--- config.mk ---
export PLATFORM = sky130hd
export DESIGN_NAME = semaphore_ctrl_fsm
export DESIGN_NICKNAME = d
export VERILOG_FILES = /design/src/rtl/semaphore_pkg.sv /design/src/rtl/semaphore_dwell_timer.sv /design/src/rtl/semaphore_ctrl_fsm.sv
export SDC_FILE = /design/constraint.sdc
export NUM_CORES = 1
export LEC_CHECK = 0
export BUFFER_PORTS_ARGS = -buffer_cell sky130_fd_sc_hd__buf_2
export CORE_AREA = 2 2 42 44
export CTS_CLUSTER_DIAMETER = 150
export DETAILED_ROUTE_END_ITERATION = 6
export DIE_AREA = 0 0 44 46
export PLACE_DENSITY = 0.74
export SYNTH_ARGS = -nofsm -noshare
export SYNTH_HDL_FRONTEND = slang
export SYNTH_SLANG_ARGS = --single-unit
--- constraint.sdc ---
create_clock -name clk -period 2.1 [get_ports clk]
set_clock_uncertainty 0.15 [all_clocks]
set_input_delay 0.105 -clock clk [delete_from_list [all_inputs] [get_ports clk]]
set_output_delay 0.105 -clock clk [all_outputs]
set_load 0.05 [all_outputs]
--- src/rtl/semaphore_pkg.sv ---
// rtl/semaphore_pkg.sv - shared state encodings, lamp decode and tick defaults for the traffic-light head
//
// Contents:
//   state_t       4-bit state encoding (OFF, RED, YELLOW_RED, GREEN, YELLOW)
//   TIMER_W       width of the dwell down-counter
//   DEF_*_TICKS   default phase lengths in clock cycles
//   lamp_decode   state -> {red, yellow, green}

package semaphore_pkg;

    localparam int TIMER_W = 8;

    localparam int unsigned DEF_RED_TICKS        = 10;
    localparam int unsigned DEF_YELLOW_RED_TICKS = 2;
    localparam int unsigned DEF_GREEN_TICKS      = 8;
    localparam int unsigned DEF_YELLOW_TICKS     = 3;

    // Encodings are visible to the intersection controller through state_out,
    // so they are fixed values rather than tool-chosen.
    typedef enum logic [3:0] {
        ST_OFF        = 4'b0001,
        ST_RED        = 4'b0010,
        ST_YELLOW_RED = 4'b0011,
        ST_GREEN      = 4'b0100,
        ST_YELLOW     = 4'b0101
    } state_t;

    // Lamp vector ordering is {red, yellow, green}. Illegal encodings stay dark.
    function automatic logic [2:0] lamp_decode(input state_t s);
        logic [2:0] lamps;
        lamps = 3'b000;
        case (s)
            ST_OFF:        lamps = 3'b000;
            ST_RED:        lamps = 3'b100;
            ST_YELLOW_RED: lamps = 3'b110;
            ST_GREEN:      lamps = 3'b001;
            ST_YELLOW:     lamps = 3'b010;
            default:       lamps = 3'b000;
        endcase
        return lamps;
    endfunction

    // Converts a phase length (1..255) into the value loaded on phase entry.
    // The phase ends on the edge that sees the counter at zero, hence the -1.
    function automatic logic [TIMER_W-1:0] ticks_to_load(input int unsigned ticks);
        return TIMER_W'(ticks - 1);
    endfunction

endpackage

--- src/rtl/semaphore_dwell_timer.sv ---
// rtl/semaphore_dwell_timer.sv - 8-bit phase dwell down-counter with load strobe and zero flag
//
// Ports:
//   clk       system clock
//   rst       asynchronous reset, active-high; clears the counter
//   load      load strobe, asserted on the edge that enters a new state
//   load_val  value loaded when load is high
//   zero      high while the counter is 0 (current phase is in its last cycle)

module semaphore_dwell_timer
    import semaphore_pkg::*;
(
    input  logic               clk,
    input  logic               rst,
    input  logic               load,
    input  logic [TIMER_W-1:0] load_val,
    output logic               zero
);

    logic [TIMER_W-1:0] cnt_q;

    always_ff @(posedge clk or posedge rst) begin
        if (rst) begin
            cnt_q <= '0;
        end else if (load) begin
            cnt_q <= load_val;
        end else if (cnt_q != '0) begin
            // Saturates at zero so a head parked in OFF never wraps.
            cnt_q <= cnt_q - 1'b1;
        end
    end

    assign zero = (cnt_q == '0);

endmodule

--- src/rtl/semaphore_ctrl_fsm.sv ---
// rtl/semaphore_ctrl_fsm.sv - Moore FSM for one traffic-light head, European RED/YELLOW_RED/GREEN/YELLOW sequence
//
// Ports:
//   clk        system clock, all state changes on the rising edge
//   rst_n      asynchronous reset, active-high (asserted = 1) despite the name
//   enable     1 = cycle the lights, 0 = go dark (sampled synchronously)
//   red        red lamp
//   yellow     yellow lamp
//   green      green lamp
//   state_out  current state register, no added latency

module semaphore_ctrl_fsm
    import semaphore_pkg::*;
#(
    parameter int unsigned RED_TICKS        = DEF_RED_TICKS,
    parameter int unsigned YELLOW_RED_TICKS = DEF_YELLOW_RED_TICKS,
    parameter int unsigned GREEN_TICKS      = DEF_GREEN_TICKS,
    parameter int unsigned YELLOW_TICKS     = DEF_YELLOW_TICKS
) (
    input  logic       clk,
    input  logic       rst_n,
    input  logic       enable,
    output logic       red,
    output logic       yellow,
    output logic       green,
    output logic [3:0] state_out
);

    localparam logic [TIMER_W-1:0] RED_LOAD        = ticks_to_load(RED_TICKS);
    localparam logic [TIMER_W-1:0] YELLOW_RED_LOAD = ticks_to_load(YELLOW_RED_TICKS);
    localparam logic [TIMER_W-1:0] GREEN_LOAD      = ticks_to_load(GREEN_TICKS);
    localparam logic [TIMER_W-1:0] YELLOW_LOAD     = ticks_to_load(YELLOW_TICKS);

    state_t             state_q;
    state_t             state_d;
    logic               timer_load;
    logic [TIMER_W-1:0] timer_load_val;
    logic               timer_zero;

    always_ff @(posedge clk or posedge rst_n) begin
        if (rst_n) begin
            state_q <= ST_OFF;
        end else begin
            state_q <= state_d;
        end
    end

    always_comb begin
        state_d        = state_q;
        timer_load     = 1'b0;
        timer_load_val = '0;

        if (!enable) begin
            // Going dark wins over everything, even mid-phase.
            state_d = ST_OFF;
        end else begin
            case (state_q)
                ST_OFF:        state_d = ST_RED;
                ST_RED:        if (timer_zero) state_d = ST_YELLOW_RED;
                ST_YELLOW_RED: if (timer_zero) state_d = ST_GREEN;
                ST_GREEN:      if (timer_zero) state_d = ST_YELLOW;
                ST_YELLOW:     if (timer_zero) state_d = ST_RED;
                default:       state_d = ST_OFF;
            endcase
        end

        // Every state change is a phase entry and reloads the dwell timer.
        // Entering OFF loads 0, which discards whatever was left of the
        // abandoned phase. YELLOW->RED always changes state, so RED is
        // reloaded at the start of each lap.
        timer_load = (state_d != state_q);
        case (state_d)
            ST_RED:        timer_load_val = RED_LOAD;
            ST_YELLOW_RED: timer_load_val = YELLOW_RED_LOAD;
            ST_GREEN:      timer_load_val = GREEN_LOAD;
            ST_YELLOW:     timer_load_val = YELLOW_LOAD;
            default:       timer_load_val = '0;
        endcase
    end

    semaphore_dwell_timer u_dwell_timer (
        .clk      (clk),
        .rst      (rst_n),
        .load     (timer_load),
        .load_val (timer_load_val),
        .zero     (timer_zero)
    );

    assign state_out              = state_q;
    assign {red, yellow, green}   = lamp_decode(state_q);

endmodule

Word level (Yosys, flattened, before mapping)
Index checks and enable logic that the tools add are counted.
{"block": "classes", "n_eq_ne": 10, "add_sub_neg": 1, "n_reduce_logical": 3, "muxes": 10}
{"operator": "two-way mux 4 bit", "count": 5}
{"operator": "case mux 4 bit (5 select lines)", "count": 1}
{"operator": "== test 4 x 2 -> 1 bit (second input constant)", "count": 4}
{"operator": "== test 4 x 3 -> 1 bit (second input constant)", "count": 4}
{"operator": "two-way mux 8 bit", "count": 2}
{"operator": "case mux 4 bit (4 select lines)", "count": 1}
{"operator": "case mux 3 bit (4 select lines)", "count": 1}
{"operator": "logical NOT 8 bit", "count": 1}
{"operator": "nonzero test 8 bit", "count": 1}
{"operator": "subtractor 8 x 1 -> 8 bit (second input constant)", "count": 1}
{"operator": "== test 4 x 1 -> 1 bit (second input constant)", "count": 1}
{"operator": "!= test 4 bit", "count": 1}
{"operator": "nonzero test 2 bit", "count": 1}
{"block": "word_totals", "register_bits": 12, "word_cells": 26}

Longest topological paths before layout
Gate-level depths: netlist of run 1.
{"block": "depth", "depth_word": 7, "ltp_mapped": 7}

By module
From an unflattened synthesis of run 1, not the netlist that was laid out.
{"block": "hier_totals", "cells_unflattened": 99, "hier_area_um2": 843.3}
{"mod": "semaphore_dwell_timer", "cells_each": 56, "seq_area_each_um2": 200.2, "area_per_inst_um2": 496.7, "instances": 1}
{"mod": "semaphore_ctrl_fsm", "cells_each": 43, "seq_area_each_um2": 101.3, "area_per_inst_um2": 346.6, "instances": 1}

Worst setup path after synthesis of run 1
No wires, ideal clock.
{"block": "synth_path", "kind": "register to output", "start": "reg state_q[1], in the netlist state_out[1]", "end": "out green", "slack_ps": -151, "n_path_buf": 1, "required_ps": 1845, "stages_incl_launch_ff": 4, "t_arrival_ps": 1996, "path_cell_list": "dfrtp_1 > buf_2 > nand2b_1 > nor3_1"}
{"block": "synth_between", "elab_chain_len": 2, "elab_cells_between_ends": 5}
{"item": "from (decl)", "line": "semaphore_ctrl_fsm.sv:34", "text": "state_t state_q;"}
{"item": "from (signal assigned)", "line": "semaphore_ctrl_fsm.sv:44", "text": "state_q <= state_d;"}
{"item": "== test 4 x 3 -> 1 bit or == test 4 x 2 -> 1 bit (tied branches)", "line": "semaphore_pkg.sv:32", "text": "case (s)"}
{"item": "case mux 3 bit (4 select lines) (*)", "line": "semaphore_pkg.sv:32"}
{"item": "to (decl)", "line": "semaphore_ctrl_fsm.sv:25", "text": "output logic green,"}
Every way passes the cells marked *; elsewhere a longest branch is shown, timed or not.

Final worst setup path of run 1
{"block": "layout_path", "start": "reg u_dwell_timer.cnt_q[0]", "end": "reg u_dwell_timer.cnt_q[0]"}
{"block": "layout_between", "elab_chain_len": 7, "elab_cells_between_ends": 18}
{"item": "from (decl)", "line": "semaphore_dwell_timer.sv:20", "text": "logic [TIMER_W-1:0] cnt_q;"}
{"item": "from (signal assigned)", "line": "semaphore_dwell_timer.sv:26", "text": "cnt_q <= load_val;"}
{"item": "from (signal assigned)", "line": "semaphore_dwell_timer.sv:29", "text": "cnt_q <= cnt_q - 1'b1;"}
{"item": "logical NOT 8 bit (*)", "line": "semaphore_dwell_timer.sv:33", "text": "assign zero = (cnt_q == '0);"}
{"item": "two-way mux 4 bit, on equally long branches"}
{"item": "case mux 4 bit (5 select lines) (*)", "line": "semaphore_ctrl_fsm.sv:57", "text": "case (state_q)"}
{"item": "two-way mux 4 bit (*)", "line": "semaphore_ctrl_fsm.sv:53", "text": "if (!enable) begin"}
{"item": "via state_d[1]", "line": "semaphore_ctrl_fsm.sv:35", "text": "state_t state_d;"}
{"item": "== test 4 x 3 -> 1 bit or == test 4 x 2 -> 1 bit (tied branches)", "line": "semaphore_ctrl_fsm.sv:72", "text": "case (state_d)"}
{"item": "case mux 4 bit (4 select lines)", "line": "semaphore_ctrl_fsm.sv:72"}
{"item": "two-way mux 8 bit", "line": "semaphore_dwell_timer.sv:25", "text": "end else if (load) begin"}
The timed path passes the listed nets; every way through them passes the cells marked *. The select of a mux whose other input is x is not followed.
A chain may end at the register's enable or synchronous reset.

==> results.json, run 1 <==
{
  "crit_buf_inv": 1,
  "syn_area_per_cell_um2": 9.816,
  "max_freq_mhz": 511.1,
  "ys_seq_elements": 12,
  "rsz0062_at_grt": "no",
  "vias": 669,
  "period_needed_ps": 1957,
  "syn_inst": 84,
  "diodes": 0,
  "crit_family": "compound AO/OA/AOI/OAI gates",
  "hold_viol": 0,
  "row_count": 15,
  "fin_crit_sh_pct": 93.18,
  "setup_ws_ps": 143.3,
  "grt_pass1_wl_um": 2925,
  "ys_seq_area_share_pct": 36.57,
  "synth_fp_nets": 89,
  "final_cells": 114,
  "yosysUniqueCellTypes": 39,
  "cts_buffers": 3,
  "finalNetCount": 103,
  "die_h_um": 46,
  "worstSkewPairLatency_ps": 290,
  "cp.arrival_ps": 1990,
  "clock-sinks": 12,
  "dp_slack_ps": 147.8,
  "drv_cap": 0,
  "die_area_um2": 2024,
  "clk_path_buf_depth": 2,
  "utilization_pct": 58.99,
  "synth_ff_type": "dfrtp_1",
  "htreeDepth": 1,
  "detail-route-antenna-nets": 0,
  "cts_tree": "built",
  "num_io_pins": 10,
  "p_per_area_nw_per_um2": 1654,
  "first_global_vias": 626,
  "drt_iter0_drc": 23,
  "dp_cells": 109,
  "run_status": "completed",
  "critPathRequiredTime_ps": 2130,
  "fillers": 131,
  "die_x_um": 44,
  "grt_use_met1_pct": 28.43,
  "layout.area.seq_um2": 301.5,
  "async_flop_share_pct": 100.0,
  "hp-class": "in2reg",
  "routed_wl_um": 1775,
  "antenna_found_initial": 0,
  "gr-total-overflow": 0,
  "crit_chain": "inv_1 > ha_1 > nor3b_4 > a21oi_1 > o31a_1 > o22a_1",
  "ir_drop_v": 0.0008857,
  "dp_hpwl_um": 1270,
  "hold_ws_ps": 164.2,
  "worstSetupStartpointType": "register",
  "yosys_warnings": 0,
  "post_route_cells_drive_above_1_share_pct": 26.80,
  "clkSlewWorstSetupHoldPaths_ps": 80,
  "area_growth_pct": 15.48,
  "drc": 0,
  "coreArea_um2": 1614,
  "end_kind": "register",
  "synth_edf_count": 0,
  "gp_congestion": 0.8078,
  "static-leakage-power_nw": 0.4438,
  "grt_util_met3_pct": 3.571,
  "start_util_pct": 51.09,
  "drt-pass1-iter-count": 4,
  "crit_slowest_cell": "dfrtp_1",
  "syn_area_um2": 824.5,
  "worst-path-max-fanout": 5,
  "busiest_layer": "met2",
  "slew_viol_final": 0,
  "path_class": "reg2reg",
  "wire_per_inst_um": 15.57,
  "grt_max_degree": 13,
  "grt_use_met2_pct": 31.18,
  "via_per_inst": 5.868,
  "grt_usage_pct": 20.70,
  "port_buffers": 9,
  "setup_violations": 0,
  "cts_setup_buffers": 0,
  "max_stage_delay_ps": 420,
  "multi_input_area_um2": 504.2,
  "cts-root-buf": "clkbuf_4",
  "tns_ps": 0
}
-- cell families after synthesis --
| logic type | after synthesis | share of synthesized area, % |
|---|---|---|
| AOI/OAI and AO/OA | 22 | 22.31 |
| other | 1 | 0.4548 |
| DFF | 12 | 36.57 |
| adders and majority gates | 2 | 3.034 |
| buffers and inverters | 8 | 3.945 |
| and+or+nand+nor | 30 | 23.67 |
| muxes | 2 | 2.580 |
| xor gates and xnor gates | 7 | 7.436 |
-- metrics by stage --
step,instance area (um^2),power [W]
3_3_place_gp,897.1,0.001308
3_5_place_dp,897.1,0.001328
5_1_grt,952.2,0.001681
4_1_cts,943.4,0.001520
6_report,952.2,0.001575
2_1_floorplan,829.5,0.001158
-- worst register-to-register path, stage by stage (launching register included) --
cell and delay [ps]:
dfrtp_1 420, inv_1 90, ha_1 220, nor3b_4 330, a21oi_1 120, o31a_1 310
o22a_1 220
-- cell type report --
type                            count  area share, %
Multi-Input combinational cell     64          52.96
Sequential cell                    12          31.67
Timing Repair Buffer               12          7.359
Clock buffer                        4          3.811
Tap cell                           17          2.234
Inverter                            5          1.971
-- timing repair --
action                                  4_1_cts  5_1_grt
hold buffers                                  1        0
hold endpoints to repair                     11        0
resized for setup                             0        2
endpoints found under the setup margin        0        2
-- state kept, by name, summed over array words and instances (netlist names) --
signal and flops:
state_out 4, u_dwell_timer.cnt_q 8
-- cell usage after synthesis (2+ instances only) --
cell type	instances	area share (%)
a21boi_0	2	1.8
a21oi_1	7	4.2
buf_2	2	1.2
dfrtp_1	11	33
ha_1	2	3.0
inv_1	5	2.3
nand2b_1	7	5.3
nor2_1	7	3.2
nor3_1	5	3.0
nor4_1	2	1.5
xnor2_1	6	6.4
-- per-layer routing --
layer	up-vias	routed length, um
met4	0	47
met2	19	864
li1	326	-
met3	4	101
met5	-	0
met1	320	761
-- layout by cell type (no fill, tap or decap), drive strengths merged --
| cell | count |
|---|---|
| mux2 | 1 |
| a21boi | 2 |
| nand2b | 7 |
| conb | 1 |
| nor4 | 3 |
| inv | 5 |
| o22ai | 1 |
| or4 | 2 |
| buf | 11 |
| xnor2 | 6 |
| o21a | 1 |
| o21ai | 1 |
| nor3 | 5 |
| dfrtp | 11 |
| o22a | 1 |
| a211oi | 1 |
| nand2 | 2 |
| clkbuf | 4 |
| o31a | 1 |
| a21o | 1 |
| nand3 | 1 |
| o41ai | 1 |
| ha | 2 |
| dlygate4sd3 | 1 |
| o211a | 1 |
| nor3b | 1 |
| or3b | 1 |
| dfstp | 1 |
| o2bb2ai | 1 |
| nor2 | 8 |
| o32ai | 1 |
| mux2i | 1 |
| xor2 | 1 |
| a21oi | 8 |
| a311o | 1 |
-- path summary, 6_finish.rpt --
check	from	cells past startpoint	slack [ps]	endpoint
min in group asynchronous	rst_n	3	210	state_out[2]
max in group asynchronous	rst_n	3	1250	state_out[0]
min	enable	4	160	state_out[0]
min reg2reg	state_out[0]	2	470	state_out[0]
max	u_dwell_timer.cnt_q[0]	6	140	u_dwell_timer.cnt_q[0]
max reg2reg	u_dwell_timer.cnt_q[0]	6	140	u_dwell_timer.cnt_q[0]
-- where the power goes --
group | switching (W) | internal (W) | total [W] | leakage [nW]
sequential | 0.000117 | 0.000297 | 0.000415 | 0.157
clock | 0.0000873 | 0.000106 | 0.000193 | 0.0210
combinational | 0.000543 | 0.000424 | 0.000967 | 0.266
total | 0.000748 | 0.000827 | 0.00157 | 0.444
(Power assumes the default switching activity.)
==> inputs of run 2 (changes only) <==
--- a/config.mk
+++ b/config.mk
@@ -8,4 +8,5 @@
 export BUFFER_PORTS_ARGS = -buffer_cell sky130_fd_sc_hd__buf_2
 export CORE_AREA = 2 2 42 44
+export CTS_BUF_LIST = sky130_fd_sc_hd__clkbuf_8 sky130_fd_sc_hd__clkbuf_16
 export CTS_CLUSTER_DIAMETER = 150
 export DETAILED_ROUTE_END_ITERATION = 6
==> constraint.sdc (replaced) <==
create_clock -name clk -period 2.1 [get_ports clk]
set_clock_uncertainty 0.15 [all_clocks]
set_input_delay 0.315 -clock clk [delete_from_list [all_inputs] [get_ports clk]]
set_output_delay 0.315 -clock clk [all_outputs]
set_load 0.05 [all_outputs]
==> results.json, run 2 (synthesis results as in run 1) <==
{
  "crit_buf_inv": 1,
  "routed_wl_um": 1583,
  "diodes": 0,
  "dp_cells": 109,
  "max_stage_delay_ps": 530,
  "largest_reg_flops": 8,
  "vias": 638,
  "start_util_pct": 51.09,
  "hp-class": "in2reg",
  "worstSetupStartpointType": "register",
  "via_per_inst": 5.596,
  "detail-route-antenna-nets": 0,
  "critPathRequiredTime_ps": 2070,
  "internal_power_w": 0.0008242,
  "slew_viol_final": 0,
  "worst-path-max-fanout": 6,
  "die_area_um2": 2024,
  "dp_hpwl_um": 1250,
  "final_cell_mix": "dfrtp_1 (11), buf_2 (9), a21oi_1 (7), nand2b_1 (7)",
  "ir_drop_v": 0.001138,
  "port_buffers": 9,
  "p_per_area_nw_per_um2": 1609,
  "wire_per_inst_um": 13.89,
  "row_count": 15,
  "mostFrequentLayoutCell": "dfrtp_1",
  "cts_tree": "built",
  "clock-sinks": 12,
  "hold_viol": 0,
  "drt_iter0_drc": 15,
  "fin_crit_sh_pct": 93.91,
  "grt_pass1_wl_um": 2746,
  "pwr-share-clk_pct": 13.6,
  "setup_violations": 0,
  "first_global_vias": 605,
  "cts-root-buf": "clkbuf_8",
  "final_cells": 114,
  "end_kind": "register",
  "area_growth_pct": 15.78,
  "period_needed_ps": 1972,
  "drc": 0,
  "antenna_found_initial": 0,
  "cp.depth": 6,
  "power_switching_w": 0.0007115,
  "die_h_um": 46,
  "seqPwrFrac_pct": 26.3,
  "finalPower_w": 0.001536,
  "swShare_pct": 46.33,
  "path_class": "reg2reg",
  "hold_depth": 4,
  "rsz0062_at_grt": "no",
  "grt_max_degree": 13,
  "post_route_cells_drive_above_1_share_pct": 26.80,
  "drt-pass1-iter-count": 4,
  "finalNetCount": 103,
  "gr-total-overflow": 0,
  "crit_family": "simple AND/OR/NAND/NOR gates",
  "gp_congestion": 0.8588,
  "clkSlewWorstSetupHoldPaths_ps": 50,
  "combPwrFrac_pct": 60.1,
  "worstSkewPairLatency_ps": 240,
  "clk_path_buf_depth": 2,
  "drv_cap": 0,
  "run_status": "completed",
  "die_x_um": 44,
  "static-leakage-power_nw": 0.4475,
  "reg2regPathDepth": 6,
  "grt_usage_pct": 18.84,
  "crit_chain": "inv_1 > ha_1 > or3b_2 > nor3_1 > a21oi_1 > mux2_1",
  "crit_slowest_cell": "or3b_2",
  "fillers": 139,
  "max_freq_mhz": 507.1,
  "cp.arrival_ps": 1940,
  "cts_buffers": 3,
  "htreeDepth": 1,
  "tns_ps": 0,
  "num_io_pins": 10,
  "top_register": "u_dwell_timer.cnt_q",
  "coreArea_um2": 1614
}
==> run 2: cell type report <==
| cell class | instances | area [um^2] | share of cell area [%] |
|---|---|---|---|
| multi-input combinational | 64 | 498.0 | 52.16 |
| inverter | 5 | 18.77 | 1.966 |
| tap | 17 | 21.27 | 2.228 |
| sequential | 12 | 301.5 | 31.59 |
| timing repair buffer | 12 | 70.07 | 7.339 |
| clock buffer | 3 | 41.29 | 4.325 |
| clock inverter | 1 | 3.754 | 0.3932 |
==> run 2: path summary, 6_finish.rpt <==
check | start | endpoint | slack, ps
hold / removal | enable | state_out[0] | 430
setup reg to reg | u_dwell_timer.cnt_q[0] | u_dwell_timer.cnt_q[1] | 130
hold reg to reg | state_out[0] | state_out[0] | 460
setup / recovery | u_dwell_timer.cnt_q[0] | u_dwell_timer.cnt_q[1] | 130
max in group asynchronous | rst_n | state_out[0] | 960
min in group asynchronous | rst_n | u_dwell_timer.cnt_q[7] | 500
==> run 2: through the flow <==
stage | setup slack, ps | instance area (um^2) | utilization [%] | hold WS, ps
after global routing | 4.654 | 954.7 | 59.15 | 486.0
after floorplan | 0.5211 | 832.0 | - | 28.98
after global placement | 179.6 | 899.6 | 55.74 | 196.4
after detailed placement | 140.4 | 899.6 | 55.74 | 202.4
after CTS | 130.2 | 954.7 | 59.15 | 433.6
final | 127.8 | 954.7 | 59.15 | 431.7
==> run 2: repair_timing <==
action	in CTS	in global routing
buffers inserted	0	0
hold endpoints to repair	11	0
resized for setup	0	0
setup endpoints to repair	0	0
hold buffers	1	0
==> run 2: power groups by stage <==
stage,logic [W],registers [W],clock network (W)
floorplan,0.000746,0.000414,0
global placement,0.000907,0.000403,0
detailed placement,0.000920,0.000407,0
CTS,0.000925,0.000403,0.000212
global route,0.00102,0.000417,0.000224
finish,0.000924,0.000404,0.000208
==> run 2: tightest hold or removal path: cells and delay by family <==
family | cells | cell delay, ps
AOI/OAI and AO/OA | 1 | 160
buffers and inverters | 1 | 100
and+or+nand+nor | 2 | 230
==> run 2: routing by layer <==
| layer | wire length, um | global-route usage, % |
|---|---|---|
| met1 | 731 | 26.37 |
| met4 | 22 | 8.485 |
| met2 | 767 | 27.06 |
| met5 | 0 | 0 |
| met3 | 61 | 5.159 |
